[src/rtl/ddr_phase_cal.sv]
// DDR read-clock phase calibration: sweeps psda over 16 phases, records a pass map,
// then centres psda in the longest circular passing window. Optional macro: DDR_PHASE_CAL_RELOCK_EN.
module ddr_phase_cal #(
    parameter int unsigned SETTLE_CYCLES = 64,
    parameter logic [3:0]  FDLY_VAL      = 4'b1111
) (
    input  logic       clk,
    input  logic       rst,
    input  logic       locked,
    input  logic       start,
    input  logic       test_done,
    input  logic       test_pass,
    output logic       test_req,
    output logic [3:0] psda,
    output logic [3:0] fdly,
    output logic       busy,
    output logic       done,
    output logic       fail,
    output logic [3:0] win_start,
    output logic [4:0] win_len
);

    localparam int unsigned CNT_W = (SETTLE_CYCLES > 1) ? $clog2(SETTLE_CYCLES) : 1;
    localparam logic [CNT_W-1:0] SETTLE_LAST = CNT_W'(SETTLE_CYCLES - 1);

    typedef enum logic [2:0] {
        S_IDLE,
        S_WAIT_LOCK,
        S_SETTLE,
        S_TEST,
        S_EVAL,
        S_DONE,
        S_FAIL
    } state_e;

    state_e           state_q, state_d;
    logic [3:0]       psda_q, psda_d;
    logic             test_req_q, test_req_d;
    logic             busy_q, busy_d;
    logic             done_q, done_d;
    logic             fail_q, fail_d;
    logic [3:0]       win_start_q, win_start_d;
    logic [4:0]       win_len_q, win_len_d;
    logic [15:0]      pass_map_q, pass_map_d;
    logic [CNT_W-1:0] settle_cnt_q, settle_cnt_d;
    logic [4:0]       eval_idx_q, eval_idx_d;
    logic [4:0]       cur_len_q, cur_len_d;
    logic [3:0]       cur_start_q, cur_start_d;
    logic [4:0]       best_len_q, best_len_d;
    logic [3:0]       best_start_q, best_start_d;

    logic       scan_bit;
    logic [4:0] run_len;
    logic [3:0] run_start;
    logic [4:0] step_best_len;
    logic [3:0] step_best_start;

    // One step of the circular run search: the map is scanned twice (32 steps) so wrapped
    // runs are seen whole; strict '>' keeps the earliest start on ties.
    always_comb begin
        scan_bit        = pass_map_q[eval_idx_q[3:0]];
        run_len         = 5'd0;
        run_start       = cur_start_q;
        step_best_len   = best_len_q;
        step_best_start = best_start_q;
        if (scan_bit) begin
            run_start = (cur_len_q == 5'd0) ? eval_idx_q[3:0] : cur_start_q;
            run_len   = (cur_len_q == 5'd16) ? 5'd16 : cur_len_q + 5'd1;
        end
        if (run_len > best_len_q) begin
            step_best_len   = run_len;
            step_best_start = run_start;
        end
    end

    always_ff @(posedge clk or posedge rst) begin
        if (rst) begin
            state_q      <= S_IDLE;
            psda_q       <= 4'd0;
            test_req_q   <= 1'b0;
            busy_q       <= 1'b0;
            done_q       <= 1'b0;
            fail_q       <= 1'b0;
            win_start_q  <= 4'd0;
            win_len_q    <= 5'd0;
            pass_map_q   <= 16'd0;
            settle_cnt_q <= '0;
            eval_idx_q   <= 5'd0;
            cur_len_q    <= 5'd0;
            cur_start_q  <= 4'd0;
            best_len_q   <= 5'd0;
            best_start_q <= 4'd0;
        end else begin
            state_q      <= state_d;
            psda_q       <= psda_d;
            test_req_q   <= test_req_d;
            busy_q       <= busy_d;
            done_q       <= done_d;
            fail_q       <= fail_d;
            win_start_q  <= win_start_d;
            win_len_q    <= win_len_d;
            pass_map_q   <= pass_map_d;
            settle_cnt_q <= settle_cnt_d;
            eval_idx_q   <= eval_idx_d;
            cur_len_q    <= cur_len_d;
            cur_start_q  <= cur_start_d;
            best_len_q   <= best_len_d;
            best_start_q <= best_start_d;
        end
    end

    always_comb begin
        state_d      = state_q;
        psda_d       = psda_q;
        test_req_d   = test_req_q;
        busy_d       = busy_q;
        done_d       = done_q;
        fail_d       = fail_q;
        win_start_d  = win_start_q;
        win_len_d    = win_len_q;
        pass_map_d   = pass_map_q;
        settle_cnt_d = settle_cnt_q;
        eval_idx_d   = eval_idx_q;
        cur_len_d    = cur_len_q;
        cur_start_d  = cur_start_q;
        best_len_d   = best_len_q;
        best_start_d = best_start_q;

        // Losing PLL lock mid-calibration overrides every other transition.
        if (!locked && (state_q inside {S_SETTLE, S_TEST, S_EVAL})) begin
            test_req_d   = 1'b0;
            psda_d       = 4'd0;
            settle_cnt_d = '0;
`ifdef DDR_PHASE_CAL_RELOCK_EN
            pass_map_d   = 16'd0;
            state_d      = S_WAIT_LOCK;
`else
            fail_d       = 1'b1;
            busy_d       = 1'b0;
            state_d      = S_FAIL;
`endif
        end else begin
            case (state_q)
                S_IDLE, S_DONE, S_FAIL: begin
                    if (start) begin
                        done_d      = 1'b0;
                        fail_d      = 1'b0;
                        win_start_d = 4'd0;
                        win_len_d   = 5'd0;
                        pass_map_d  = 16'd0;
                        psda_d      = 4'd0;
                        busy_d      = 1'b1;
                        state_d     = S_WAIT_LOCK;
                    end
                end
                S_WAIT_LOCK: begin
                    if (locked) begin
                        settle_cnt_d = '0;
                        state_d      = S_SETTLE;
                    end
                end
                S_SETTLE: begin
                    if (settle_cnt_q == SETTLE_LAST) begin
                        settle_cnt_d = '0;
                        test_req_d   = 1'b1;
                        state_d      = S_TEST;
                    end else begin
                        settle_cnt_d = settle_cnt_q + CNT_W'(1);
                    end
                end
                S_TEST: begin
                    if (test_req_q && test_done) begin
                        pass_map_d[psda_q] = test_pass;
                        test_req_d         = 1'b0;
                        if (psda_q == 4'd15) begin
                            eval_idx_d   = 5'd0;
                            cur_len_d    = 5'd0;
                            cur_start_d  = 4'd0;
                            best_len_d   = 5'd0;
                            best_start_d = 4'd0;
                            state_d      = S_EVAL;
                        end else begin
                            psda_d  = psda_q + 4'd1;
                            state_d = S_SETTLE;
                        end
                    end
                end
                S_EVAL: begin
                    cur_len_d    = run_len;
                    cur_start_d  = run_start;
                    best_len_d   = step_best_len;
                    best_start_d = step_best_start;
                    eval_idx_d   = eval_idx_q + 5'd1;
                    if (eval_idx_q == 5'd31) begin
                        win_start_d = step_best_start;
                        win_len_d   = step_best_len;
                        busy_d      = 1'b0;
                        if (step_best_len != 5'd0) begin
                            psda_d  = step_best_start + step_best_len[4:1];
                            done_d  = 1'b1;
                            state_d = S_DONE;
                        end else begin
                            psda_d  = 4'd0;
                            fail_d  = 1'b1;
                            state_d = S_FAIL;
                        end
                    end
                end
                default: state_d = S_IDLE;
            endcase
        end
    end

    assign test_req  = test_req_q;
    assign psda      = psda_q;
    assign fdly      = FDLY_VAL;
    assign busy      = busy_q;
    assign done      = done_q;
    assign fail      = fail_q;
    assign win_start = win_start_q;
    assign win_len   = win_len_q;

endmodule

[config.mk]
export PLATFORM = sky130hd
export DESIGN_NAME = ddr_phase_cal
export DESIGN_NICKNAME = d
export VERILOG_FILES = /design/src/rtl/ddr_phase_cal.sv
export SDC_FILE = /design/constraint.sdc
export NUM_CORES = 1
export LEC_CHECK = 0
export BUFFER_PORTS_ARGS = -buffer_cell sky130_fd_sc_hd__buf_2
export CAP_MARGIN = 20
export CORE_MARGIN = 2
export CORE_UTILIZATION = 45
export CTS_CLUSTER_DIAMETER = 200
export CTS_CLUSTER_SIZE = 12
export DETAILED_ROUTE_END_ITERATION = 10
export PLACE_DENSITY = 0.64
export RECOVER_POWER = 50
export SLEW_MARGIN = 10
export SYNTH_ARGS = -nofsm -noshare
export SYNTH_HDL_FRONTEND = slang
export SYNTH_SLANG_ARGS = --single-unit
[constraint.sdc]
create_clock -name clk -period 6.14 [get_ports clk]
set_input_delay 0.614 -clock clk [delete_from_list [all_inputs] [get_ports clk]]
set_output_delay 0.614 -clock clk [all_outputs]
set_load 0.1 [all_outputs]
==> impl_metrics.yaml, run 1 <==
status:
  outcome: "finished, violations left"
  violations: "capacitance limit, slew limit"
final_layout:
  layout_common_cells: "65 x dfrtp_1, 60 x nand2_1, 60 x o21ai_0"
  final_cells: 581
  drive_gt1_share_pct: 9.725
  final_common_cell: "dfrtp_1"
  synthToLayoutAreaGrowth_pct: 8.850
  final_nets: 491
  antenna_cells: 0
setup_path:
  crit_top_cell: "a21o_1"
  reg2reg_depth: 17
  r2r_start: "eval_idx_q[0]"
  worstPathMaxFanout: 12
  r2r_slack_ns: 0.79
  cp_top_family: "compound AO/OA/AOI/OAI gates"
  worstPathArrival_ns: 5.60
  required_ns: 6.39
  crit_path_end_kind: "register"
  slowest_delay_ns: 0.66
  slowest_stage: "mux4_1"
  worstSetupPathDepth: 17
  start_kind: "register"
  timing.critical_path.cells: "mux4_1, a22oi_4, a21oi_1, ha_1, a21o_1, a21oi_1, a2bb2oi_1, or3b_4, and2_1, mux2i_1, inv_1, ha_1, a21o_1, a21o_1, and3_1, o21a_1, o31ai_1"
  r2r_end: "psda[3]"
  critPathBufInv: 1
  crit_type: "register to register"
clocking:
  clk_latency_ns: 0.34
  post_cts_resized: 0
  hold_buffers: 0
  cts_buffers: 9
  h-tree-depth: 3
  cts_tree: "built"
  cts-root-buf: "clkbuf_8"
  postCtsSetupBuffers: 0
  cts_buffer_depth: 2
  clk_pin_slew_ns: 0.08
  clock_sinks: 65
detailed_routing:
  num_vias: 3438
  firstDrtPassIters: 5
  via_per_inst: 5.917
  ant_nets: 0
  wl_met2_um: 4514
  wirelength_um: 9925
  avgRoutedWirePerCell_um: 17.08
  drt-met1-wl_um: 4765
  drt-initial-drc-count: 213
  drcViolationCount: 0
  highest_layer: "met4"
  wl_met3_um: 439
synth:
  synthesis.area_mm2: 0.004058
  synth-main-ff-cell: "dfrtp_1"
  postSynthAreaPerCell_um2: 8.898
  yosysWarnings: 0
  synth_edf_count: 0
  synthArstFlopShare_pct: 100.0
  seq_area_frac_synth_pct: 40.09
  ys_types: 68
  synth-seq-cells: 65
  syn_inst: 456
grt:
  overflow: 0
  grt_pass1_vias: 3196
  grt_pass1_wl_um: 16490
  grt_use_total_pct: 20.87
  grt_max_degree: 66
  antenna_found_initial: 0
floorplanning:
  core_mm2: 0.008721
  die-height_um: 98.96
  fp.dieW_um: 98.96
  io_pins: 27
  start_util_pct: 46.53
  rows: 34
  dieArea_mm2: 0.009792
run:
  maxCapViolCount: 1
sta:
  rsz0062_at_grt: "no"
  post-route-period-util_pct: 87.07
  maxSlewViolCount: 66
  fin_worst_skew_ns: 0.01003
  slew_headroom_pct: -134.2
  fin_crit_ns: 5.346
  max_freq_mhz: 187.0
  setup_slack_ns: 0.7937
  worst_hold_slack_ns: 0.4868
  tns_ns: 0
  hold_violations: 0
  tightest_slew_ns: 3.514
  setup_violations: 0
placed_design:
  dp.cells: 565
  portBuffers: 22
  gp_congestion: 0.8982
  dp_slack_ns: 0.9025
  hpwl_um: 6929
power:
  ir_worst_vdd_v: 0.0002997
  p_total_uw: 1876
  p_leak_uw: 0.002033
  p_per_area_mw_per_mm2: 424.7
min_path:
  holdCritStartpoint: "busy"
  hold_end: "busy"
  min_path_type: "register to register"
  holdPathStages: 1
[registers in the layout, indices dropped and copies added (netlist names), 3 cells and up]
| name | cells |
|---|---|
| pass_map_q | 16 |
| settle_cnt_q | 6 |
| best_len_q | 5 |
| cur_len_q | 5 |
| eval_idx_q | 5 |
| win_len | 5 |
| best_start_q | 4 |
| cur_start_q | 4 |
| psda | 4 |
| win_start | 4 |
| state_q | 3 |
[power breakdown]
part / switching (uW) / internal (uW)
combinational: 572 / 291
sequential: 120 / 486
clock: 178 / 229
total: 870 / 1010
[area by class of cell]
class	count	area, um2
Timing Repair Buffer	25	118.9
Inverter	17	63.81
Sequential cell	65	1627
Tap cell	108	135.1
Clock buffer	9	123.9
Fill cell	808	4304
Multi-Input combinational cell	350	2253
Clock inverter	7	95.09
[how the worst max path moves through the flow]
stage                     endpoint     startpoint
after floorplan            psda[3]  eval_idx_q[3]
after global placement     psda[3]  eval_idx_q[0]
after detailed placement   psda[3]  eval_idx_q[0]
after CTS                  psda[3]  eval_idx_q[0]
after global routing       psda[3]  eval_idx_q[0]
final                      psda[3]  eval_idx_q[0]
[worst register-to-register path, stage by stage (launching register included)]
cell and delay (ns):
dfrtp_1 0.62, mux4_1 0.66, a22oi_4 0.30, a21oi_1 0.22
ha_1 0.36, a21o_1 0.18, a21oi_1 0.40, a2bb2oi_1 0.21
or3b_4 0.31, and2_1 0.32, mux2i_1 0.37, inv_1 0.14
ha_1 0.31, a21o_1 0.15, a21o_1 0.17, and3_1 0.19
o21a_1 0.17, o31ai_1 0.18
[through the flow]
stage          utilization (%)  cell area (um2)
2_1_floorplan                -             4069
3_3_place_gp             48.29             4212
3_5_place_dp             48.29             4212
4_1_cts                  50.80             4431
5_1_grt                  50.65             4417
6_report                 50.65             4417
[layer usage]
layer / up-vias / track usage (%)
li1: 1679 / -
met1: 1642 / 30.91
met2: 99 / 30.87
met3: 18 / 3.830
met4: 0 / 6.955
met5: - / 0
[Yosys cell counts, types with 3 or more instances]
cell type | instances | area, um2
o21a_1 | 6 | 45.04
dfrtp_1 | 65 | 1627
o21ai_0 | 60 | 300.3
a211oi_1 | 3 | 22.52
nor3_1 | 8 | 40.04
clkbuf_1 | 20 | 75.07
and2_1 | 4 | 25.02
a21oi_1 | 27 | 135.1
o21ai_1 | 6 | 30.03
o31ai_1 | 3 | 22.52
a21o_1 | 6 | 45.04
nor2_1 | 30 | 112.6
a221o_1 | 3 | 30.03
nand2b_1 | 7 | 43.79
nand2_1 | 60 | 225.2
nand3_1 | 11 | 55.05
nor2b_1 | 7 | 43.79
buf_4 | 4 | 30.03
a22o_1 | 18 | 157.7
inv_1 | 17 | 63.81
xor2_1 | 4 | 35.03
and3_1 | 6 | 37.54
o32a_1 | 4 | 40.04
ha_1 | 16 | 200.2
a31oi_1 | 7 | 43.79
mux2i_1 | 9 | 90.09
[logic make-up (layout without fill, tap and decap cells)]
group	Yosys count	after routing	share of synthesized area, %
adders and majority gates	18	18	5.674
other	1	4	0.09242
AOI/OAI and AO/OA	167	167	28.09
DFF	65	65	40.09
xor gates and xnor gates	6	6	1.295
muxes	12	12	3.700
and+or+nand+nor	143	143	16.41
buffers and inverters	44	58	4.656
(Power assumes the default switching activity.)
==> run 2, diff against run 1 <==
Settings changed: GPL_TIMING_DRIVEN set to 0.
==> impl_metrics.yaml, run 2 (synthesized netlist as in run 1, its figures left out) <==
floorplanning:
  io_pins: 27
  start_util_pct: 46.53
  core_mm2: 0.008721
  dieArea_mm2: 0.009792
  rows: 34
  fp.dieW_um: 98.96
  die-height_um: 98.96
placed_design:
  portBuffers: 22
  gp_congestion: 0.8981
  dp_slack_ns: 0.6975
  hpwl_um: 7323
  dp.cells: 590
  placed_area_mm2: 0.004344
clocking:
  cts_buffer_depth: 2
  hold_buffers: 0
  cts_tree: "built"
  clk_latency_ns: 0.35
  postCtsSetupBuffers: 0
  clock_sinks: 65
  clk_pin_slew_ns: 0.07
  h-tree-depth: 3
  cts_buffers: 9
  cts-root-buf: "clkbuf_8"
  post_cts_resized: 0
setup_path:
  start_kind: "register"
  r2r_slack_ns: 0.67
  required_ns: 6.40
  worstPathArrival_ns: 5.73
  worstPathMaxFanout: 10
  crit_type: "register to register"
  crit_path_end_kind: "register"
detailed_routing:
  wirelength_um: 9887
  num_vias: 3582
  avgRoutedWirePerCell_um: 16.34
  drt-initial-drc-count: 279
  drcViolationCount: 0
  via_per_inst: 5.921
  firstDrtPassIters: 5
  ant_nets: 0
sta:
  max_freq_mhz: 182.8
  tns_ns: 0
  slew_headroom_pct: -103.2
  fin_worst_skew_ns: 0.007379
  hold_violations: 0
  fin_crit_ns: 5.471
  setup_violations: 0
  rsz0062_at_grt: "no"
  setup_slack_ns: 0.6686
  post-route-period-util_pct: 89.11
  tightest_slew_ns: 3.048
  maxSlewViolCount: 58
final_layout:
  reg_top3: "pass_map_q x16, settle_cnt_q x6"
  final_common_cell: "dfrtp_1"
  largest_reg_flops: 16
  drive_gt1_share_pct: 9.859
  fill_cells: 834
  synthToLayoutAreaGrowth_pct: 10.67
  antenna_cells: 0
  fin_area_mm2: 0.004491
  multiInputGateArea_mm2: 0.002253
  final_nets: 516
  final_cells: 605
  top_register: "pass_map_q"
  seq_area_mm2: 0.001627
  layout_common_cells: "65 x dfrtp_1, 60 x nand2_1, 60 x o21ai_0"
grt:
  overflow: 0
  grt_use_total_pct: 21.45
  grt_pass1_wl_um: 16820
  grt_max_degree: 58
  grt_pass1_vias: 3425
  antenna_found_initial: 0
power:
  ir_worst_vdd_v: 0.0003081
  p_leak_uw: 0.002053
  p_total_uw: 1843
  p_per_area_mw_per_mm2: 410.3
run:
  maxCapViolCount: 1
status:
  violations: "capacitance limit, slew limit"
  outcome: "finished, violations left"
min_path:
  min_path_type: "primary input to asynchronous set/reset pin"
## run 2: cell types whose count changed in the layout (fill, tap and decap cells not counted)
cell | previous run | this run
clkbuf_8 | 9 | 12
clkbuf_1 | 9 | 30
buf_4 | 2 | 4
clkinv_4 | 2 | 0
buf_2 | 14 | 15
bufinv_16 | 2 | 0
buf_6 | 0 | 1
inv_1 | 17 | 16
buf_1 | 0 | 1
clkinv_2 | 2 | 1
clkinvlp_2 | 0 | 1
## run 2: routing by layer
layer  wire length [um]  track usage (%)  vias up
li1                   -                -     1721
met1               4704            30.39     1723
met2               4483            32.64      118
met3                496            4.468       20
met4                202            7.692        0
met5                  0                0        -
## run 2: final timing paths
path	startpoint	endpoint	depth (start not counted)
max in group asynchronous	rst	eval_idx_q[1]	3
setup / recovery	eval_idx_q[3]	psda[3]	22
min in group clk	busy	busy	1
hold / removal	rst	cur_len_q[2]	2
setup reg to reg	eval_idx_q[3]	psda[3]	22
hold reg to reg	busy	busy	1
## run 2: stage by stage
stage | hold WS, ns | utilization [%]
final | 0.2303 | 51.49
after global routing | 0.2531 | 51.49
after CTS | 0.1525 | 51.89
after detailed placement | 0.4643 | 49.81
after global placement | 0.4627 | 49.47
after floorplan | 0.4493 | -
## run 2: layout make-up
class / instances / area share, %
plain buffers: 27 / 2.786
clock buffers: 13 / 3.761
clock inverters: 2 / 0.2786
inverters: 17 / 1.449
multi-input cells: 350 / 50.18
flip-flops and latches: 65 / 36.22
well taps: 108 / 3.009
repair buffers: 23 / 2.313
## run 2: where the power goes
| part | total [uW] | switching [uW] | internal [uW] |
|---|---|---|---|
| registers | 541 | 53.3 | 488 |
| clock network | 344 | 167 | 177 |
| logic | 957 | 647 | 310 |
| total | 1840 | 868 | 975 |
## run 2: worst max-delay path, cell delays in order (launching register included)
cell and delay, ns:
dfrtp_1 0.37, clkbuf_1 0.34, inv_1 0.08, o32a_1 0.39, a21o_1 0.22, a21bo_2 0.25, nor2_1 0.26, ha_1 0.30
and3_1 0.14, clkbuf_1 0.16, nand2_1 0.11, a2bb2oi_1 0.27, or3b_4 0.45, and2_1 0.15, clkbuf_1 0.20, mux2i_1 0.32
inv_1 0.15, ha_1 0.32, a21o_1 0.16, a21o_1 0.18, and3_1 0.20, o21a_1 0.18, o31ai_1 0.18
==> run 3, diff against run 2 <==
Settings changed: PLACE_DENSITY 0.64 to 0.59.
==> impl_metrics.yaml, run 3 (synthesized netlist as in run 1, its figures left out) <==
detailed_routing:
  via_per_inst: 5.815
  highest_layer: "met4"
  ant_nets: 0
  drcViolationCount: 0
  firstDrtPassIters: 4
  drt-initial-drc-count: 141
  wl_met2_um: 4720
  wirelength_um: 10200
  wl_met3_um: 366
  avgRoutedWirePerCell_um: 16.84
  num_vias: 3524
  drt-met1-wl_um: 4994
power:
  p_per_area_mw_per_mm2: 440.0
  p_leak_uw: 0.002099
  ir_worst_vdd_v: 0.0002903
sta:
  tightest_slew_ns: 2.105
  maxSlewViolCount: 40
  fin_worst_skew_ns: 0.01128
  fin_crit_ns: 5.534
  max_freq_mhz: 180.7
  post-route-period-util_pct: 90.13
  worst_hold_slack_ns: 0.4861
  slew_headroom_pct: -40.31
  setup_violations: 0
  hold_violations: 0
  tns_ns: 0
  rsz0062_at_grt: "no"
setup_path:
  slowest_delay_ns: 0.39
  crit_type: "register to register"
  worstPathMaxFanout: 10
  worstPathArrival_ns: 5.79
  crit_path_end_kind: "register"
  timing.critical_path.cells: "clkbuf_1, inv_1, o32a_1, a21o_1, a21bo_2, nor2_1, ha_1, and3_1, clkbuf_1, a221oi_1, a31oi_1, o21ai_1, and2_1, clkbuf_1, mux2i_1, inv_1, ha_1, a21o_1, a21o_1, and3_1, o21a_1, o31ai_1"
  slowest_stage: "o32a_1"
  start_kind: "register"
  required_ns: 6.39
final_layout:
  drive_gt1_share_pct: 10.24
  synthToLayoutAreaGrowth_pct: 12.98
  fill_cells: 822
  largest_reg_flops: 16
  seq_area_mm2: 0.001627
  layout_common_cells: "65 x dfrtp_1, 60 x nand2_1, 60 x o21ai_0"
  final_cells: 606
  antenna_cells: 0
  reg_top3: "pass_map_q x16, settle_cnt_q x6"
  utilization_pct: 52.57
  final_common_cell: "dfrtp_1"
  top_register: "pass_map_q"
  fin_area_mm2: 0.004584
  multiInputGateArea_mm2: 0.002253
  final_nets: 516
grt:
  antenna_found_initial: 0
  grt_max_degree: 40
  grt_use_total_pct: 22.07
  grt_pass1_vias: 3470
  grt_pass1_wl_um: 17320
  overflow: 0
status:
  violations: "capacitance limit, slew limit"
  outcome: "finished, violations left"
run:
  maxCapViolCount: 1
clocking:
  clock_sinks: 65
  post_cts_resized: 0
  clk_latency_ns: 0.35
  cts-root-buf: "clkbuf_8"
  cts_buffer_depth: 2
  h-tree-depth: 3
  cts_tree: "built"
  clk_pin_slew_ns: 0.07
  hold_buffers: 0
  postCtsSetupBuffers: 0
  cts_buffers: 9
placed_design:
  gp_congestion: 0.8937
  hpwl_um: 7600
  dp.cells: 590
  placed_area_mm2: 0.004337
  portBuffers: 22
floorplanning:
  start_util_pct: 46.53
  dieArea_mm2: 0.009792
  rows: 34
  io_pins: 27
  die-height_um: 98.96
  fp.dieW_um: 98.96
  core_mm2: 0.008721
min_path:
  min_path_type: "register to register"
==> run 3: report_power, final <==
part / switching [uW] / internal (uW) / leakage (uW)
Clock: 184 / 324 / 0.000137
Combinational: 657 / 311 / 0.00107
Sequential: 53.1 / 487 / 0.000889
==> run 3: per-stage QoR <==
| stage | setup WS [ns] | total power, uW |
|---|---|---|
| floorplan | 1.427 | 1301 |
| global placement | 0.7496 | 1495 |
| detailed placement | 0.6263 | 1512 |
| CTS | 0.6120 | 2026 |
| global route | 0.1105 | 2141 |
| finish | 0.6061 | 2017 |
==> run 3: cell type report <==
| type | instances | area share (%) |
|---|---|---|
| multi-input combinational | 350 | 49.15 |
| sequential | 65 | 35.48 |
| clock buffer | 10 | 3.002 |
| clock inverter | 6 | 3.002 |
| tap | 108 | 2.948 |
| buffer | 27 | 2.729 |
| timing repair buffer | 23 | 2.265 |
| inverter | 17 | 1.419 |
==> run 3: final timing paths <==
path | from | endpoint | slack, ns | cells after the start
max | eval_idx_q[3] | psda[3] | 0.61 | 22
min | settle_cnt_q[5] | settle_cnt_q[5] | 0.49 | 1
min in group asynchronous | rst | win_len[3] | 0.50 | 2
min reg2reg | settle_cnt_q[5] | settle_cnt_q[5] | 0.49 | 1
max reg2reg | eval_idx_q[3] | psda[3] | 0.61 | 22
max in group asynchronous | rst | eval_idx_q[1] | 3.16 | 3
==> run 3: worst max-delay path, delay by kind of cell, from the launching register on <==
| family | cells | cell delay [ns] |
|---|---|---|
| buffers and inverters | 5 | 1.07 |
| and+or+nand+nor | 4 | 0.76 |
| DFF | 1 | 0.38 |
| AOI/OAI and AO/OA | 10 | 2.25 |
| adders and majority gates | 2 | 0.61 |
| muxes | 1 | 0.38 |
==> run 3: layer usage <==
metal  vias to the layer above  track usage (%)
met4                         0            6.322
met2                        78            34.77
met3                        12            2.908
met1                      1708            32.01
li1                       1726                -
met5                         -                0
